## config.mk

```make
export PLATFORM = sky130hd
export DESIGN_NAME = dsm_interp
export DESIGN_NICKNAME = d
export VERILOG_FILES = /design/src/rtl/dsm_pkg.sv /design/src/rtl/dsm_tick_gen.sv /design/src/rtl/dsm_interp.sv
export SDC_FILE = /design/constraint.sdc
export NUM_CORES = 1
export LEC_CHECK = 0
export BUFFER_PORTS_ARGS = -buffer_cell sky130_fd_sc_hd__buf_2
export CAP_MARGIN = 40
export CORE_UTILIZATION = 40
export CTS_CLUSTER_SIZE = 40
export DETAILED_ROUTE_END_ITERATION = 6
export SYNTH_ARGS = -nofsm -noshare
export SYNTH_HDL_FRONTEND = slang
export SYNTH_SLANG_ARGS = --single-unit
```

## constraint.sdc

```tcl
create_clock -name i_clk -period 2.1 [get_ports i_clk]
set_clock_uncertainty 0.2 [all_clocks]
set_input_delay 0.105 -clock i_clk [delete_from_list [all_inputs] [get_ports i_clk]]
set_output_delay 0.105 -clock i_clk [all_outputs]
set_load 0.01 [all_outputs]
```

## src/rtl/dsm_pkg.sv

```systemverilog
// Shared types and width helpers for the delta-sigma interpolator.
package dsm_pkg;

  typedef enum logic {
    IDLE = 1'b0,
    RUN  = 1'b1
  } state_e;

  // Difference of two samples needs one extra bit to hold the full signed span.
  function automatic int diffWidth(input int dataWidth);
    return dataWidth + 1;
  endfunction

  function automatic int prodWidth(input int dataWidth, input int osrLog2);
    return dataWidth + 1 + osrLog2;
  endfunction

endpackage

```

## src/rtl/dsm_tick_gen.sv

```systemverilog
// Free-running divider: o_tick is high for one i_clk cycle out of every CLK_DIV.
module dsm_tick_gen #(
  parameter int CLK_DIV = 1
) (
  input  logic i_clk,
  input  logic i_rst,
  output logic o_tick
);

  localparam int CW = (CLK_DIV > 1) ? $clog2(CLK_DIV) : 1;
  localparam logic [CW-1:0] LAST = CW'(CLK_DIV - 1);

  logic [CW-1:0] cnt_q, cnt_d;

  assign o_tick = (cnt_q == LAST);

  always_comb begin
    cnt_d = o_tick ? '0 : cnt_q + CW'(1);
  end

  always_ff @(posedge i_clk or posedge i_rst) begin
    if (i_rst) begin
      cnt_q <= '0;
    end else begin
      cnt_q <= cnt_d;
    end
  end

endmodule

```

## src/rtl/dsm_interp.sv

```systemverilog
// Sample interpolator feeding a delta-sigma modulator; zero-order hold by default,
// linear ramp between samples when DSM_INTERP_LINEAR_EN is defined.
module dsm_interp
  import dsm_pkg::*;
#(
  parameter int DATA_WIDTH = 16,
  parameter int OSR_LOG2   = 6,
  parameter int CLK_DIV    = 1
) (
  input  logic                         i_clk,
  input  logic                         i_rst,
  input  logic                         i_valid,
  input  logic signed [DATA_WIDTH-1:0] i_data,
  output logic                         o_ready,
  output logic                         o_en,
  output logic signed [DATA_WIDTH-1:0] o_data,
  output logic                         o_underflow
);

  state_e                       state_q, state_d;
  logic [OSR_LOG2-1:0]          k_q, k_d;
  logic signed [DATA_WIDTH-1:0] base_q, base_d, target_q, target_d;
  logic signed [DATA_WIDTH-1:0] buf_q, buf_d, data_q, data_d;
  logic                         ready_q, ready_d, en_q, uf_q, uf_d;
  logic                         tick, consume, boundaryEmpty;
  logic signed [DATA_WIDTH-1:0] baseNow, targetNow, interp;

  dsm_tick_gen #(.CLK_DIV(CLK_DIV)) u_tick (
    .i_clk  (i_clk),
    .i_rst  (i_rst),
    .o_tick (tick)
  );

  // Segment endpoints in effect for this tick; a segment start swaps in the buffered sample.
  always_comb begin
    consume       = 1'b0;
    boundaryEmpty = 1'b0;
    baseNow       = base_q;
    targetNow     = target_q;
    if (tick) begin
      if (state_q == IDLE) begin
        if (!ready_q) begin
          consume   = 1'b1;
          baseNow   = '0;
          targetNow = buf_q;
        end
      end else if (k_q == '0) begin
        baseNow = target_q;
        if (!ready_q) begin
          consume   = 1'b1;
          targetNow = buf_q;
        end else begin
          boundaryEmpty = 1'b1;
        end
      end
    end
  end

`ifdef DSM_INTERP_LINEAR_EN
  localparam int DIFF_W = diffWidth(DATA_WIDTH);
  localparam int PROD_W = prodWidth(DATA_WIDTH, OSR_LOG2);

  logic signed [DIFF_W-1:0] diff;
  logic signed [PROD_W-1:0] prod;

  always_comb begin
    diff   = DIFF_W'(targetNow) - DIFF_W'(baseNow);
    prod   = PROD_W'(diff) * PROD_W'($signed({1'b0, k_q}));
    interp = DATA_WIDTH'(PROD_W'(baseNow) + (prod >>> OSR_LOG2));
  end
`else
  always_comb begin
    interp = targetNow;
  end
`endif

  always_comb begin
    state_d  = state_q;
    k_d      = k_q;
    base_d   = base_q;
    target_d = target_q;
    buf_d    = buf_q;
    ready_d  = ready_q;
    data_d   = data_q;
    uf_d     = 1'b0;
    if (tick) begin
      if (state_q == RUN || consume) begin
        state_d  = RUN;
        k_d      = k_q + OSR_LOG2'(1);
        base_d   = baseNow;
        target_d = targetNow;
        data_d   = interp;
        uf_d     = boundaryEmpty;
      end else begin
        data_d = '0;
      end
    end
    // Accept and consume never coincide: accepting needs an empty buffer, consuming a full one.
    if (i_valid && ready_q) begin
      buf_d   = i_data;
      ready_d = 1'b0;
    end else if (consume) begin
      ready_d = 1'b1;
    end
  end

  always_ff @(posedge i_clk or posedge i_rst) begin
    if (i_rst) begin
      state_q  <= IDLE;
      k_q      <= '0;
      base_q   <= '0;
      target_q <= '0;
      buf_q    <= '0;
      ready_q  <= 1'b1;
      data_q   <= '0;
      en_q     <= 1'b0;
      uf_q     <= 1'b0;
    end else begin
      state_q  <= state_d;
      k_q      <= k_d;
      base_q   <= base_d;
      target_q <= target_d;
      buf_q    <= buf_d;
      ready_q  <= ready_d;
      data_q   <= data_d;
      en_q     <= tick;
      uf_q     <= uf_d;
    end
  end

  assign o_ready     = ready_q;
  assign o_en        = en_q;
  assign o_data      = data_q;
  assign o_underflow = uf_q;

endmodule

```

==> results of run 1 <==
[power by group]
part           internal [mW]  leakage, nW  total (mW)  switching, mW
logic                  0.664        0.597        1.11          0.445
clock network          0.570       0.0962       0.970          0.400
registers               1.65        0.694        1.98          0.332
total                   2.89         1.39        4.06           1.18
[kinds of logic after synthesis]
group           count (synthesis)  synth area share, %
flops                          58                 64.8
mux                            32                 16.7
compound gates                 22                 8.15
simple gates                   14                 4.24
buf+inv                         9                 2.85
xor+xnor                        5                 1.95
fa+ha+maj                       2                 1.12
other cells                     1                0.167
[flip-flops by register name, summed over array words and instances (netlist names)]
name / cells
buf_q: 16
o_data: 16
o_underflow: 1
o_ready: 1
o_en: 1
k_q: 6
state_q: 1
target_q: 16
[cell usage in the layout (no fill, tap or decap)]
| master | Yosys | routed |
|---|---|---|
| a21boi_4 | 0 | 1 |
| a21o_1 | 1 | 1 |
| a21oi_1 | 2 | 2 |
| a21oi_2 | 1 | 1 |
| a22o_1 | 16 | 16 |
| and4_1 | 2 | 2 |
| buf_12 | 1 | 2 |
| buf_2 | 2 | 37 |
| buf_4 | 1 | 2 |
| bufinv_16 | 0 | 1 |
| clkbuf_1 | 1 | 2 |
| clkbuf_8 | 0 | 10 |
| clkinv_2 | 0 | 2 |
| conb_1 | 1 | 1 |
| dfrtp_1 | 57 | 57 |
| dfstp_2 | 1 | 1 |
| dlygate4sd3_1 | 0 | 18 |
| ha_1 | 2 | 2 |
| inv_2 | 0 | 3 |
| mux2_2 | 28 | 28 |
| mux2_4 | 4 | 4 |
| nand2_1 | 3 | 3 |
| nand2b_1 | 2 | 2 |
| nand3_1 | 1 | 1 |
| nand4_1 | 2 | 2 |
| nor2_1 | 2 | 2 |
| nor3_2 | 1 | 1 |
| nor3b_4 | 1 | 1 |
| o21ai_0 | 1 | 1 |
| xnor2_1 | 5 | 5 |
[timing repair]
item	4_1_cts	5_1_grt
hold buffers	18	0
setup endpoints to repair	0	5
hold endpoints to repair	74	0
gates resized for setup	0	3
[tightest hold or removal path: stages]
cell	delay [ps]
dlygate4sd3_1	530
buf_2	120
inv_2	280
[path summary, 6_finish.rpt]
check | to | slack, ps | cells past startpoint
setup reg to reg | target_q[14] | 110 | 6
min in group i_clk | o_ready | 270 | 3
max in group asynchronous | o_ready | 1010 | 4
hold / removal | o_en | 100 | 3
hold reg to reg | o_data[12] | 290 | 1
setup / recovery | target_q[14] | 110 | 6
[final cells by class]
type / count / area [sq um]
timing repair buffer: 59 / 420
inverter: 3 / 11.3
sequential: 58 / 1450
fill: 450 / 2350
clock buffer: 12 / 145
tap: 70 / 87.6
clock inverter: 3 / 40.0
multi-input combinational: 76 / 733
[synthesized netlist by cell type]
master	instances
nand3_1	1
dfrtp_1	57
conb_1	1
a21boi_2	1
xnor2_1	5
mux2_2	28
o21ai_0	1
inv_1	3
nand2_1	3
dfstp_2	1
and4_1	2
a21oi_2	1
nand4_1	2
a21oi_1	2
nand2b_1	2
buf_6	1
nor3_2	1
buf_12	1
ha_1	2
clkbuf_1	1
buf_2	2
a22o_1	16
buf_4	1
nor3b_4	1
a21o_1	1
mux2_4	4
nor2_1	2
[metal layers]
metal / up-vias / global-route usage [%] / wire length [microns]
met1: 655 / 19.4 / 1790
met3: 9 / 4.17 / 147
met5: - / 0 / 0
met4: 0 / 11.5 / 101
li1: 637 / - / -
met2: 31 / 23.8 / 1990
==> results.py, run 1 <==
metrics = {
    "run_status": {
        "outcome": "finished, final reports clean",
    },
    "clocking": {
        "clk-insertion-delay-late_ps": 320,
        "cts.sinks": 58,
        "numCtsBuffers": 9,
        "clk_pin_slew_ps": 60,
        "tritoncts": "built",
        "cts_max_level": 3,
        "cts_root_buf": "clkbuf_8",
        "cts_buffer_depth": 2,
        "cts_setup_buffers": 0,
    },
    "floorplan": {
        "start_util_pct": 42.8,
        "die_y_microns": 76.9,
        "rows": 26,
        "ios": 38,
        "core_area_sq_mm": 0.00524,
        "die_area_sq_mm": 0.00591,
        "die_w_microns": 76.9,
    },
    "placed_design": {
        "dp.cells": 248,
        "hpwl_microns": 2570,
        "place_ws_ps": 106,
        "dpl_cell_area_sq_mm": 0.00252,
        "io_buffers": 37,
        "globalplace.congestion": 0.686,
    },
    "synth": {
        "synth.distinct_cells": 27,
        "synth_seq_area_share_pct": 64.8,
        "syn_avg_cell_area_sq_um": 15.7,
        "synth.area.top_cells": "dfrtp_1 64%, mux2_2 14%, a22o_1 6.3%",
        "syn-num-nets": 164,
        "mappedNetlistArea_sq_mm": 0.00224,
        "yosys_warnings": 0,
        "synth_top_area_share_pct": 63.6,
        "ys_ff_latch": 58,
        "synthCells": 143,
        "yosysTopAreaCell": "dfrtp_1",
    },
    "worst_hold_path": {
        "hold_path_class": "in2async",
    },
    "timing": {
        "fin_crit_ps": 1990,
        "final_hold_viol_count": 0,
        "rsz0062_at_grt": "no",
        "setup_viol": 0,
        "finalHoldWorstSlack_ps": 99.9,
        "worst_pin_slew_ps": 505,
        "setup-tns-final_ps": 0,
        "max_slew_margin_pct": 66.3,
        "slew_viol_final": 0,
        "timing.fmax_mhz": 502,
        "fin_crit_sh_pct": 94.9,
        "layout_setup_ws_ps": 107,
    },
    "worst_setup_path": {
        "cp_slowest_cell": "dfrtp_1",
        "critPathBufInv": 2,
        "endpoint_kind": "register",
        "critPathTopFamily": "flip-flops",
        "r2r-start": "k_q[0]",
        "cp.required_ps": 2110,
        "path_max_fanout": 24,
        "cp-start-kind": "register",
        "critPathKind": "reg2reg",
        "startpoint": "k_q[0]",
        "crit_arrival_ps": 2000,
        "crit_chain": "inv_2 -> ha_1 -> nor3b_4 -> a21o_1 -> buf_12 -> mux2_2",
        "critPathMaxStageDelay_ps": 410,
    },
    "flow_run": {
        "maxCapViolCount": 0,
    },
    "final_layout": {
        "drive_above_1_share_pct": 44.5,
        "fin_cells": 281,
        "final_nets": 228,
        "fin_area_sq_mm": 0.00289,
        "synthToLayoutAreaGrowth_pct": 28.9,
        "antenna_cells": 0,
        "post-route-util_pct": 55.2,
    },
    "routing": {
        "finalWirelength_microns": 4030,
        "drc": 0,
        "ant_nets": 0,
        "vias_per_cell": 4.74,
        "drt-wirelength-per-cell_microns": 14.3,
        "num_vias": 1332,
        "drt_iter0_markers": 67,
        "dr.pass1.iters": 4,
    },
    "pwr": {
        "peakVddDrop_uv": 581,
        "total_power_mw": 4.06,
        "pwr_density_cell_mw_per_mm2": 1410,
        "power_leakage_nw": 1.39,
    },
    "grt": {
        "grt_pass1_vias": 1459,
        "track_usage_pct": 15.8,
        "grt_max_degree": 43,
        "grt_pass1_wl_microns": 6950,
        "antenna_found_initial": 0,
        "grt-ovfl-total": 0,
    },
}
Power figures use the tool's default switching activity.
==> run 2, diff against run 1 <==
--- a/config.mk
+++ b/config.mk
@@ -10,6 +10,7 @@
 export CORE_UTILIZATION = 40
 export CTS_CLUSTER_SIZE = 40
 export DETAILED_ROUTE_END_ITERATION = 6
+export PLACE_DENSITY_LB_ADDON = 0.25
 export SYNTH_ARGS = -nofsm -noshare
 export SYNTH_HDL_FRONTEND = slang
 export SYNTH_SLANG_ARGS = --single-unit
==> run 2 against run 1 <==
  * Routed wire length is 2.0% lower
  * First-iteration DRC count rose by 1.5%
  * Combinational power is essentially flat
  * Design area is 0.26% higher
  * Die area unchanged
  * Non-clock buffer count is 1 higher
  * Clock power is 2.3% higher
  * Worst hold slack improved by 56 ps
  * Critical path depth unchanged
  * Sequential cell count is the same
==> results.py, run 2 (same netlist as run 1, synthesis figures left out) <==
metrics = {
    "timing": {
        "max_slew_margin_pct": 51.7,
        "setup_viol": 0,
        "fin_crit_ps": 2010,
        "slew_viol_final": 0,
        "final_hold_viol_count": 0,
        "fin_crit_sh_pct": 95.5,
        "timing.fmax_mhz": 498,
        "worst_pin_slew_ps": 720,
        "rsz0062_at_grt": "no",
        "setup-tns-final_ps": 0,
    },
    "pwr": {
        "p_switching_mw": 1.20,
        "clock_power_share_pct": 24.3,
        "p_comb_share_pct": 27.2,
        "swShare_pct": 29.4,
        "peakVddDrop_uv": 640,
        "p_seq_share_pct": 48.5,
        "p_int_mw": 2.89,
        "power_leakage_nw": 1.38,
        "pwr_density_cell_mw_per_mm2": 1410,
    },
    "routing": {
        "num_vias": 1382,
        "drt_iter0_markers": 68,
        "drc": 0,
        "dr.pass1.iters": 4,
        "drt-wirelength-per-cell_microns": 14.0,
        "ant_nets": 0,
        "finalWirelength_microns": 3950,
        "vias_per_cell": 4.90,
    },
    "clocking": {
        "cts_hold_buf": 18,
        "cts_resized": 0,
        "cts_setup_buffers": 0,
        "cts_root_buf": "clkbuf_8",
        "cts_max_level": 3,
        "clk-insertion-delay-late_ps": 330,
        "clk_pin_slew_ps": 70,
        "cts.sinks": 58,
        "numCtsBuffers": 9,
        "cts_buffer_depth": 2,
        "tritoncts": "built",
    },
    "worst_setup_path": {
        "endpoint": "target_q[12]",
        "r2r_setup_slack_ps": 90,
        "endpoint_kind": "register",
        "cp-start-kind": "register",
        "path_max_fanout": 24,
        "rr_worst_depth": 6,
        "critPathKind": "reg2reg",
        "rr_endpoint": "target_q[12]",
        "crit_arrival_ps": 2020,
        "startpoint": "k_q[0]",
        "cp.required_ps": 2110,
        "r2r-start": "k_q[0]",
    },
    "final_layout": {
        "final_nets": 229,
        "synthToLayoutAreaGrowth_pct": 29.2,
        "multiInputGateArea_sq_um": 726,
        "fill_cells": 447,
        "fin_cells": 282,
        "drive_above_1_share_pct": 44.8,
        "regArea_sq_mm": 0.00145,
        "final_cell_mix": "57 x dfrtp_1, 37 x buf_2, 28 x mux2_2",
        "final_common_cell": "dfrtp_1",
        "antenna_cells": 0,
    },
    "placed_design": {
        "hpwl_microns": 2680,
        "dp.cells": 249,
        "globalplace.congestion": 0.704,
        "io_buffers": 37,
    },
    "grt": {
        "track_usage_pct": 15.4,
        "grt_pass1_wl_microns": 6830,
        "grt-ovfl-total": 0,
        "grt_max_degree": 36,
        "antenna_found_initial": 0,
        "grt_pass1_vias": 1465,
    },
    "floorplan": {
        "rows": 26,
        "ios": 38,
        "die_y_microns": 76.9,
        "die_w_microns": 76.9,
        "die_area_sq_mm": 0.00591,
        "core_area_sq_mm": 0.00524,
        "start_util_pct": 42.8,
    },
    "flow_run": {
        "maxCapViolCount": 0,
    },
    "run_status": {
        "outcome": "finished, final reports clean",
    },
    "worst_hold_path": {
        "hold_path_class": "in2async",
    },
}
[run 2: cell count changes in the layout (fill, tap and decap cells not counted)]
cell,before,now
a21boi_4,1,0
clkbuf_1,2,0
buf_4,2,3
inv_2,3,1
inv_1,0,2
a21boi_2,0,1
clkinvlp_4,0,2
[run 2: per-stage QoR]
stage	hold slack [ps]	utilization, %	instance area [sq um]	power [mW]	setup WS [ps]
floorplan	-39.7	-	2240	2.72	247
global placement	-40.3	48.2	2520	3.03	191
detailed placement	-20.3	48.2	2520	3.11	102
CTS	160	55.3	2900	4.14	88.8
global route	200	55.3	2900	4.34	10.5
finish	156	55.3	2900	4.09	93.8
[run 2: power by group through the flow]
stage / combinational, mW / clock (mW) / sequential [mW]
6_report: 1.11 / 0.992 / 1.98
5_1_grt: 1.22 / 1.07 / 2.05
4_1_cts: 1.13 / 1.02 / 1.99
3_5_place_dp: 1.10 / 0 / 2.00
3_3_place_gp: 1.05 / 0 / 1.98
2_1_floorplan: 0.719 / 0 / 2.00
[run 2: area by class of cell]
type | instances | area share, %
Clock inverter | 5 | 1.90
Timing Repair Buffer | 60 | 14.8
Inverter | 3 | 0.389
Multi-Input combinational cell | 76 | 25.0
Tap cell | 70 | 3.02
Sequential cell | 58 | 50.1
Clock buffer | 10 | 4.75
[run 2: worst max-delay path, cell delays in order, from the launching register on]
cell and delay [ps]:
dfrtp_1 410, inv_1 110, ha_1 150, nor3b_4 290
a21o_1 200, buf_12 180, mux2_2 350
[run 2: how the worst min path moves through the flow]
stage	cells past startpoint	endpoint	slack, ps	start
5_1_grt	3	buf_q[0]	200	i_rst
4_1_cts	3	o_en	160	i_rst
6_report	3	buf_q[0]	160	i_rst
2_1_floorplan	1	o_ready	-40	i_valid
3_3_place_gp	2	o_en	-40	i_rst
3_5_place_dp	2	target_q[3]	-20	i_rst
[run 2: layer usage]
layer | track usage (%) | share of wire (%) | vias up
met5 | 0 | 0 | -
met4 | 9.42 | 2.4 | 0
met3 | 5.48 | 5.0 | 7
met2 | 25.8 | 51 | 31
met1 | 16.6 | 42 | 704
li1 | - | - | 640
